==> src/rtl/load_store_unit_if.sv <==
// Core-side operation bundle plus data-memory bus of the load/store unit.
interface load_store_unit_if;
  logic        lsu_valid;
  logic        lsu_ready;
  logic [6:0]  opcode;
  logic [2:0]  fun3;
  logic [31:0] addr;
  logic [31:0] wdata;
  logic [31:0] rdata;
  logic        lsu_done;
  logic        misaligned;
  logic        bus_err;
  logic [31:0] exc_addr;
  logic        mem_req;
  logic        mem_we;
  logic [31:0] mem_addr;
  logic [3:0]  mem_be;
  logic [31:0] mem_wdata;
  logic        mem_gnt;
  logic        mem_rvalid;
  logic [31:0] mem_rdata;

  modport master (
    input  lsu_valid, opcode, fun3, addr, wdata,
    input  mem_gnt, mem_rvalid, mem_rdata,
    output lsu_ready, rdata, lsu_done, misaligned,
    output bus_err, exc_addr,
    output mem_req, mem_we, mem_addr, mem_be, mem_wdata
  );

  modport slave (
    output lsu_valid, opcode, fun3, addr, wdata,
    output mem_gnt, mem_rvalid, mem_rdata,
    input  lsu_ready, rdata, lsu_done, misaligned,
    input  bus_err, exc_addr,
    input  mem_req, mem_we, mem_addr, mem_be, mem_wdata
  );
endinterface

==> src/rtl/load_store_unit.sv <==
// RV32I load/store unit: decode, alignment trap, bus request,
// load extraction and grant/response timeout.
module load_store_unit #(
  parameter int TIMEOUT = 16
) (
  input logic               clk,
  input logic               reset,
  load_store_unit_if.master bus
);

  localparam logic [1:0] S_IDLE = 2'd0;
  localparam logic [1:0] S_REQ  = 2'd1;
  localparam logic [1:0] S_WAIT = 2'd2;

  localparam logic [6:0] OP_LOAD  = 7'b0000011;
  localparam logic [6:0] OP_STORE = 7'b0100011;

  localparam int CW = (TIMEOUT > 2) ? $clog2(TIMEOUT) : 1;

  logic [1:0]    state_q, state_d;
  logic [CW-1:0] cnt_q, cnt_d;
  logic [31:0]   addr_q, addr_d;
  logic [2:0]    fun3_q, fun3_d;
  logic          we_q, we_d;
  logic [3:0]    be_q, be_d;
  logic [31:0]   wd_q, wd_d;
  logic          req_q, req_d;
  logic [31:0]   rdata_q, rdata_d;
  logic          done_q, done_d;
  logic          mis_q, mis_d;
  logic          err_q, err_d;
  logic [31:0]   exc_q, exc_d;

  logic          is_ld, is_st, legal, unal, lim;
  logic [1:0]    size;
  logic [3:0]    be_n;
  logic [31:0]   wd_n;
  logic [7:0]    byte_s;
  logic [15:0]   half_s;
  logic [31:0]   ld_val;

  always_comb begin
    is_ld = bus.opcode == OP_LOAD;
    is_st = bus.opcode == OP_STORE;
    case (bus.fun3)
      3'b000, 3'b001, 3'b010: legal = is_ld | is_st;
      3'b100, 3'b101:         legal = is_ld;
      default:                legal = 1'b0;
    endcase
    size = bus.fun3[1:0];
    unal = (size == 2'b10 && bus.addr[1:0] != 2'b00) ||
           (size == 2'b01 && bus.addr[0]);
    unique case (1'b1)
      size == 2'b10: begin
        be_n = 4'b1111;
        wd_n = bus.wdata;
      end
      size == 2'b01: begin
        be_n = 4'b0011 << bus.addr[1:0];
        wd_n = {2{bus.wdata[15:0]}};
      end
      default: begin
        be_n = 4'b0001 << bus.addr[1:0];
        wd_n = {4{bus.wdata[7:0]}};
      end
    endcase
  end

  // Lane selection and sign/zero extension of the returned word
  always_comb begin
    unique case (addr_q[1:0])
      2'd0:    byte_s = bus.mem_rdata[7:0];
      2'd1:    byte_s = bus.mem_rdata[15:8];
      2'd2:    byte_s = bus.mem_rdata[23:16];
      default: byte_s = bus.mem_rdata[31:24];
    endcase
    half_s = addr_q[1] ? bus.mem_rdata[31:16] : bus.mem_rdata[15:0];
    unique case (fun3_q[1:0])
      2'b00:   ld_val = {{24{~fun3_q[2] & byte_s[7]}}, byte_s};
      2'b01:   ld_val = {{16{~fun3_q[2] & half_s[15]}}, half_s};
      default: ld_val = bus.mem_rdata;
    endcase
  end

  assign lim = (TIMEOUT != 0) && (cnt_q == CW'(TIMEOUT - 1));

  always_comb begin
    state_d = state_q;
    cnt_d   = cnt_q;
    addr_d  = addr_q;
    fun3_d  = fun3_q;
    we_d    = we_q;
    be_d    = be_q;
    wd_d    = wd_q;
    req_d   = req_q;
    rdata_d = rdata_q;
    exc_d   = exc_q;
    done_d  = 1'b0;
    mis_d   = 1'b0;
    err_d   = 1'b0;
    unique case (state_q)
      S_IDLE: begin
        if (bus.lsu_valid && legal) begin
          if (unal) begin
            mis_d = 1'b1;
            exc_d = bus.addr;
          end else begin
            state_d = S_REQ;
            cnt_d   = '0;
            req_d   = 1'b1;
            addr_d  = bus.addr;
            fun3_d  = bus.fun3;
            we_d    = is_st;
            be_d    = be_n;
            wd_d    = wd_n;
          end
        end
      end
      S_REQ: begin
        if (bus.mem_gnt) begin
          req_d = 1'b0;
          cnt_d = '0;
          if (we_q) begin
            done_d  = 1'b1;
            state_d = S_IDLE;
          end else begin
            state_d = S_WAIT;
          end
        end else if (lim) begin
          err_d   = 1'b1;
          exc_d   = addr_q;
          req_d   = 1'b0;
          state_d = S_IDLE;
        end else begin
          cnt_d = cnt_q + CW'(1);
        end
      end
      S_WAIT: begin
        if (bus.mem_rvalid) begin
          rdata_d = ld_val;
          done_d  = 1'b1;
          state_d = S_IDLE;
        end else if (lim) begin
          err_d   = 1'b1;
          exc_d   = addr_q;
          state_d = S_IDLE;
        end else begin
          cnt_d = cnt_q + CW'(1);
        end
      end
      default: state_d = S_IDLE;
    endcase
  end

  always_ff @(posedge clk or posedge reset) begin
    if (reset) begin
      state_q <= S_IDLE;
      cnt_q   <= '0;
      addr_q  <= '0;
      fun3_q  <= '0;
      we_q    <= 1'b0;
      be_q    <= '0;
      wd_q    <= '0;
      req_q   <= 1'b0;
      rdata_q <= '0;
      done_q  <= 1'b0;
      mis_q   <= 1'b0;
      err_q   <= 1'b0;
      exc_q   <= '0;
    end else begin
      state_q <= state_d;
      cnt_q   <= cnt_d;
      addr_q  <= addr_d;
      fun3_q  <= fun3_d;
      we_q    <= we_d;
      be_q    <= be_d;
      wd_q    <= wd_d;
      req_q   <= req_d;
      rdata_q <= rdata_d;
      done_q  <= done_d;
      mis_q   <= mis_d;
      err_q   <= err_d;
      exc_q   <= exc_d;
    end
  end

  assign bus.lsu_ready  = state_q == S_IDLE;
  assign bus.rdata      = rdata_q;
  assign bus.lsu_done   = done_q;
  assign bus.misaligned = mis_q;
  assign bus.bus_err    = err_q;
  assign bus.exc_addr   = exc_q;
  assign bus.mem_req    = req_q;
  assign bus.mem_we     = we_q;
  assign bus.mem_addr   = {addr_q[31:2], 2'b00};
  assign bus.mem_be     = be_q;
  assign bus.mem_wdata  = wd_q;

endmodule

==> src/flat_wrapper.sv <==
// flat-port wrapper written by rule: the top's interface ports become plain ports
module load_store_unit_flat 
#(
  parameter int TIMEOUT = 16
)
  (clk, reset, bus_lsu_valid, bus_opcode, bus_fun3, bus_addr, bus_wdata, bus_mem_gnt, bus_mem_rvalid, bus_mem_rdata, bus_lsu_ready, bus_rdata, bus_lsu_done, bus_misaligned, bus_bus_err, bus_exc_addr, bus_mem_req, bus_mem_we, bus_mem_addr, bus_mem_be, bus_mem_wdata);
  load_store_unit_if bus_i ();
  input logic clk;
  input logic reset;
  input wire logic [$bits(bus_i.lsu_valid)-1:0] bus_lsu_valid;
  input wire logic [$bits(bus_i.opcode)-1:0] bus_opcode;
  input wire logic [$bits(bus_i.fun3)-1:0] bus_fun3;
  input wire logic [$bits(bus_i.addr)-1:0] bus_addr;
  input wire logic [$bits(bus_i.wdata)-1:0] bus_wdata;
  input wire logic [$bits(bus_i.mem_gnt)-1:0] bus_mem_gnt;
  input wire logic [$bits(bus_i.mem_rvalid)-1:0] bus_mem_rvalid;
  input wire logic [$bits(bus_i.mem_rdata)-1:0] bus_mem_rdata;
  output wire logic [$bits(bus_i.lsu_ready)-1:0] bus_lsu_ready;
  output wire logic [$bits(bus_i.rdata)-1:0] bus_rdata;
  output wire logic [$bits(bus_i.lsu_done)-1:0] bus_lsu_done;
  output wire logic [$bits(bus_i.misaligned)-1:0] bus_misaligned;
  output wire logic [$bits(bus_i.bus_err)-1:0] bus_bus_err;
  output wire logic [$bits(bus_i.exc_addr)-1:0] bus_exc_addr;
  output wire logic [$bits(bus_i.mem_req)-1:0] bus_mem_req;
  output wire logic [$bits(bus_i.mem_we)-1:0] bus_mem_we;
  output wire logic [$bits(bus_i.mem_addr)-1:0] bus_mem_addr;
  output wire logic [$bits(bus_i.mem_be)-1:0] bus_mem_be;
  output wire logic [$bits(bus_i.mem_wdata)-1:0] bus_mem_wdata;
  assign bus_i.lsu_valid = bus_lsu_valid;
  assign bus_i.opcode = bus_opcode;
  assign bus_i.fun3 = bus_fun3;
  assign bus_i.addr = bus_addr;
  assign bus_i.wdata = bus_wdata;
  assign bus_i.mem_gnt = bus_mem_gnt;
  assign bus_i.mem_rvalid = bus_mem_rvalid;
  assign bus_i.mem_rdata = bus_mem_rdata;
  assign bus_lsu_ready = bus_i.lsu_ready;
  assign bus_rdata = bus_i.rdata;
  assign bus_lsu_done = bus_i.lsu_done;
  assign bus_misaligned = bus_i.misaligned;
  assign bus_bus_err = bus_i.bus_err;
  assign bus_exc_addr = bus_i.exc_addr;
  assign bus_mem_req = bus_i.mem_req;
  assign bus_mem_we = bus_i.mem_we;
  assign bus_mem_addr = bus_i.mem_addr;
  assign bus_mem_be = bus_i.mem_be;
  assign bus_mem_wdata = bus_i.mem_wdata;
  load_store_unit #(.TIMEOUT(TIMEOUT)) u_core (.clk(clk), .reset(reset), .bus(bus_i));
endmodule
==> config.mk <==
export PLATFORM = sky130hd
export DESIGN_NAME = load_store_unit_flat
export DESIGN_NICKNAME = d
export VERILOG_FILES = /design/src/rtl/load_store_unit_if.sv /design/src/rtl/load_store_unit.sv /design/src/flat_wrapper.sv
export SDC_FILE = /design/constraint.sdc
export NUM_CORES = 1
export LEC_CHECK = 0
export ABC_AREA = 1
export CAP_MARGIN = 30
export CORE_ASPECT_RATIO = 1.2
export CORE_MARGIN = 8
export CORE_UTILIZATION = 39
export CTS_CLUSTER_SIZE = 24
export DETAILED_ROUTE_END_ITERATION = 8
export PLACE_DENSITY = 0.69
export SYNTH_ARGS = -nofsm -noshare
export SYNTH_HDL_FRONTEND = slang
export SYNTH_SLANG_ARGS = --single-unit
==> constraint.sdc <==
create_clock -name clk -period 6.1 [get_ports clk]
set_clock_uncertainty 0.15 [all_clocks]
set_input_delay 0.61 -clock clk [delete_from_list [all_inputs] [get_ports clk]]
set_output_delay 0.61 -clock clk [all_outputs]
set_load 0.005 [all_outputs]
==> results.toml <==
[placement]
gp_congestion = 0.9338
portBuffers = 246
hpwlAfterDp_mm = 17.55
place_inst = 1390

[detailed_routing]
via_count = 6858
ant_nets = 0
drt-initial-drc-count = 371
wl_per_cell_microns = 16.65
vias_per_cell = 4.823
first_pass_iters = 5
drc = 0
drt_wl_total_mm = 23.68

[floorplanning]
coreArea_sq_um = 19480
ioPinCount = 249
start_util = 0.3958
die_h_microns = 170.0
num_rows = 56
die_w_microns = 144.4
dieArea_sq_um = 24540

[global_route]
grt_antenna_before_repair = 1
grt_max_degree = 96
grt-ovfl-total = 0
grt_pass1_vias = 6750
grtUsageTotal = 0.1936
grt_pass1_wl_mm = 36.74

[power_and_ir_drop]
fin_total_pwr_uw = 4010
irDropWorstVdd_uv = 196.7
cellPowerDensity_nw_per_um2 = 376.0
cellLeakagePower_uw = 0.005058

[clock_tree]
cts_setup_buffers = 0
cts.sinks = 146
cts_inserted_buffers = 17
clock_latency_ns = 0.41
post_cts_resized = 0
cts_max_level = 4
tritoncts = "done"
clock_path_buffers = 2
clk_pin_slew_ns = 0.06
cts.root.buffer_cell = "clkbuf_16"
postCtsHoldBufs = 0

[setup_path]
worst-path-buf-inv = 3
crit_required_ns = 6.22
critPathSlowestCell = "nand2_4"
arrival_ns = 3.18
crit_family = "simple AND/OR/NAND/NOR gates"
end_kind = "flop"
critPathMaxFanout = 64
slowest_delay_ns = 0.47
critPathKind = "flop to flop"
worstPathCellList = "inv_1 -> ha_1 -> nand2_1 -> buf_4 -> inv_2 -> nor2_2 -> nand3_2 -> nor2_2 -> nand2_4 -> nand2_1 -> o21ai_2"
start_kind = "flop"

[logic_synthesis]
synth.avg_cell_area_sq_um = 8.073
synth_area_sq_um = 7710
yosysTopAreaCellShare = 0.4739
yosys_warnings = 0
synth_area_leader_cell = "dfrtp_1"
synthFlopType = "dfrtp_1"
synth_edf_count = 0
async_flop_share = 1.000
synth_cell_types = 36
ys_seq_area_frac = 0.4739
ys_ff_latch = 146
synthTopCellsByArea = "dfrtp_1 47%, nand2_1 15%, o21ai_0 5.6%, inv_1 4.0%, o21ai_2 3.9%"
syn_inst = 955

[finish]
drive_gt1_frac = 0.1077
antennaDiodeCount = 0
nNetsFinal = 1268
syn2layout_area_growth_pct = 38.35
fill_cells = 1843
fin_cells = 1422
final_cell_mix = "300 x nand2_1, 246 x clkdlybuf4s50_1, 146 x dfrtp_1"
final_common_cell = "nand2_1"

[timing]
fin_tns_setup_ns = 0
worst_pin_slew_ns = 0.9541
rsz0062_at_grt = "false"
timing.final.crit_share = 0.5018
fmaxAchievable_mhz = 326.7
slew_violations = 0
min_period_ns = 3.061
hold_viol_final = 0
setup_viol = 0
maxSlewHeadroom = 0.3639

[run_status]
status = "completed"

[flow_run]
max-cap-violations = 0

[worst_hold_path]
hp-class = "input port to async pin"
==> final timing paths <==
check                                         start                       end  slack (ns)  depth (start not counted)
hold / removal                                reset       u_core.bus.rdata[3]        0.30                          2
setup reg to reg                  u_core.state_q[0]   u_core.bus.exc_addr[17]        3.04                         11
setup / recovery                  u_core.state_q[0]   u_core.bus.exc_addr[17]        3.04                         11
hold reg to reg            u_core.bus.mem_wdata[10]  u_core.bus.mem_wdata[10]        0.33                          2
min in group clk           u_core.bus.mem_wdata[10]  u_core.bus.mem_wdata[10]        0.33                          2
max in group asynchronous                     reset         u_core.addr_q[13]        4.14                          4
==> kinds of logic (layout without fill, tap and decap cells) <==
group / after synthesis / count (layout) / share of synthesized area
mux: 10 / 10 / 0.01298
compound gates: 191 / 191 / 0.1452
other cells: 1 / 2 / 0.0004864
simple gates: 430 / 430 / 0.2397
fa+ha+maj: 8 / 8 / 0.01298
buf+inv: 169 / 374 / 0.1147
flops: 146 / 146 / 0.4739
==> stage by stage <==
stage / area, sq um / setup slack [ns] / utilization / hold WS, ns
2_1_floorplan: 7714 / 1.417 / - / 0.3204
3_3_place_gp: 10000 / 2.764 / 0.5134 / 0.3126
3_5_place_dp: 10030 / 2.724 / 0.5148 / 0.3135
4_1_cts: 10640 / 3.031 / 0.5462 / 0.3363
5_1_grt: 10670 / 2.743 / 0.5476 / 0.2950
6_report: 10670 / 3.039 / 0.5476 / 0.2992
==> synthesized netlist by cell type, types with 13 or more instances <==
library cell and count:
inv_1 82, buf_6 14, o21ai_0 86, nand3_1 43, o21ai_2 34, clkbuf_1 18
a21oi_1 35, buf_4 34, nand2_1 300, dfrtp_1 146, o21ai_1 22, buf_2 13
nor2_1 34, or2_2 24
==> sequential cells by signal (all words and copies together), names as in the netlist, 2 cells and up <==
signal                flops
u_core.addr_q            32
u_core.bus.exc_addr      32
u_core.bus.mem_wdata     32
u_core.bus.rdata         32
u_core.bus.mem_be         4
u_core.cnt_q              4
u_core.fun3_q             3
u_core.state_q            2
==> worst register-to-register path: stages (launching register included) <==
cell	delay (ns)
dfrtp_1	0.41
inv_1	0.09
ha_1	0.27
nand2_1	0.09
buf_4	0.36
inv_2	0.28
nor2_2	0.20
nand3_2	0.08
nor2_2	0.16
nand2_4	0.47
nand2_1	0.28
o21ai_2	0.07
==> report_power, final <==
| part | internal (uW) | switching (uW) | leakage (uW) | total (uW) |
|---|---|---|---|---|
| registers | 1210 | 147 | 0.00192 | 1350 |
| logic | 789 | 791 | 0.00285 | 1580 |
| clock network | 666 | 410 | 0.000285 | 1080 |
==> routing by layer <==
| metal | track usage | wire length [microns] | vias up |
|---|---|---|---|
| met3 | 0.06840 | 2379 | 25 |
| met4 | 0.06210 | 466 | 2 |
| li1 | - | - | 3410 |
| met1 | 0.2304 | 9322 | 3171 |
| met5 | 0 | 9 | - |
| met2 | 0.3200 | 11500 | 250 |
==> cell type report <==
type	count	area (sq um)	share of cell area
Inverter	90	344.1	0.03226
Clock inverter	11	155.1	0.01455
Multi-Input combinational cell	641	3176	0.2977
Tap cell	261	326.6	0.03062
Clock buffer	20	456.7	0.04282
Timing Repair Buffer	253	2555	0.2395
Sequential cell	146	3654	0.3425
(Power assumes the default switching activity.)
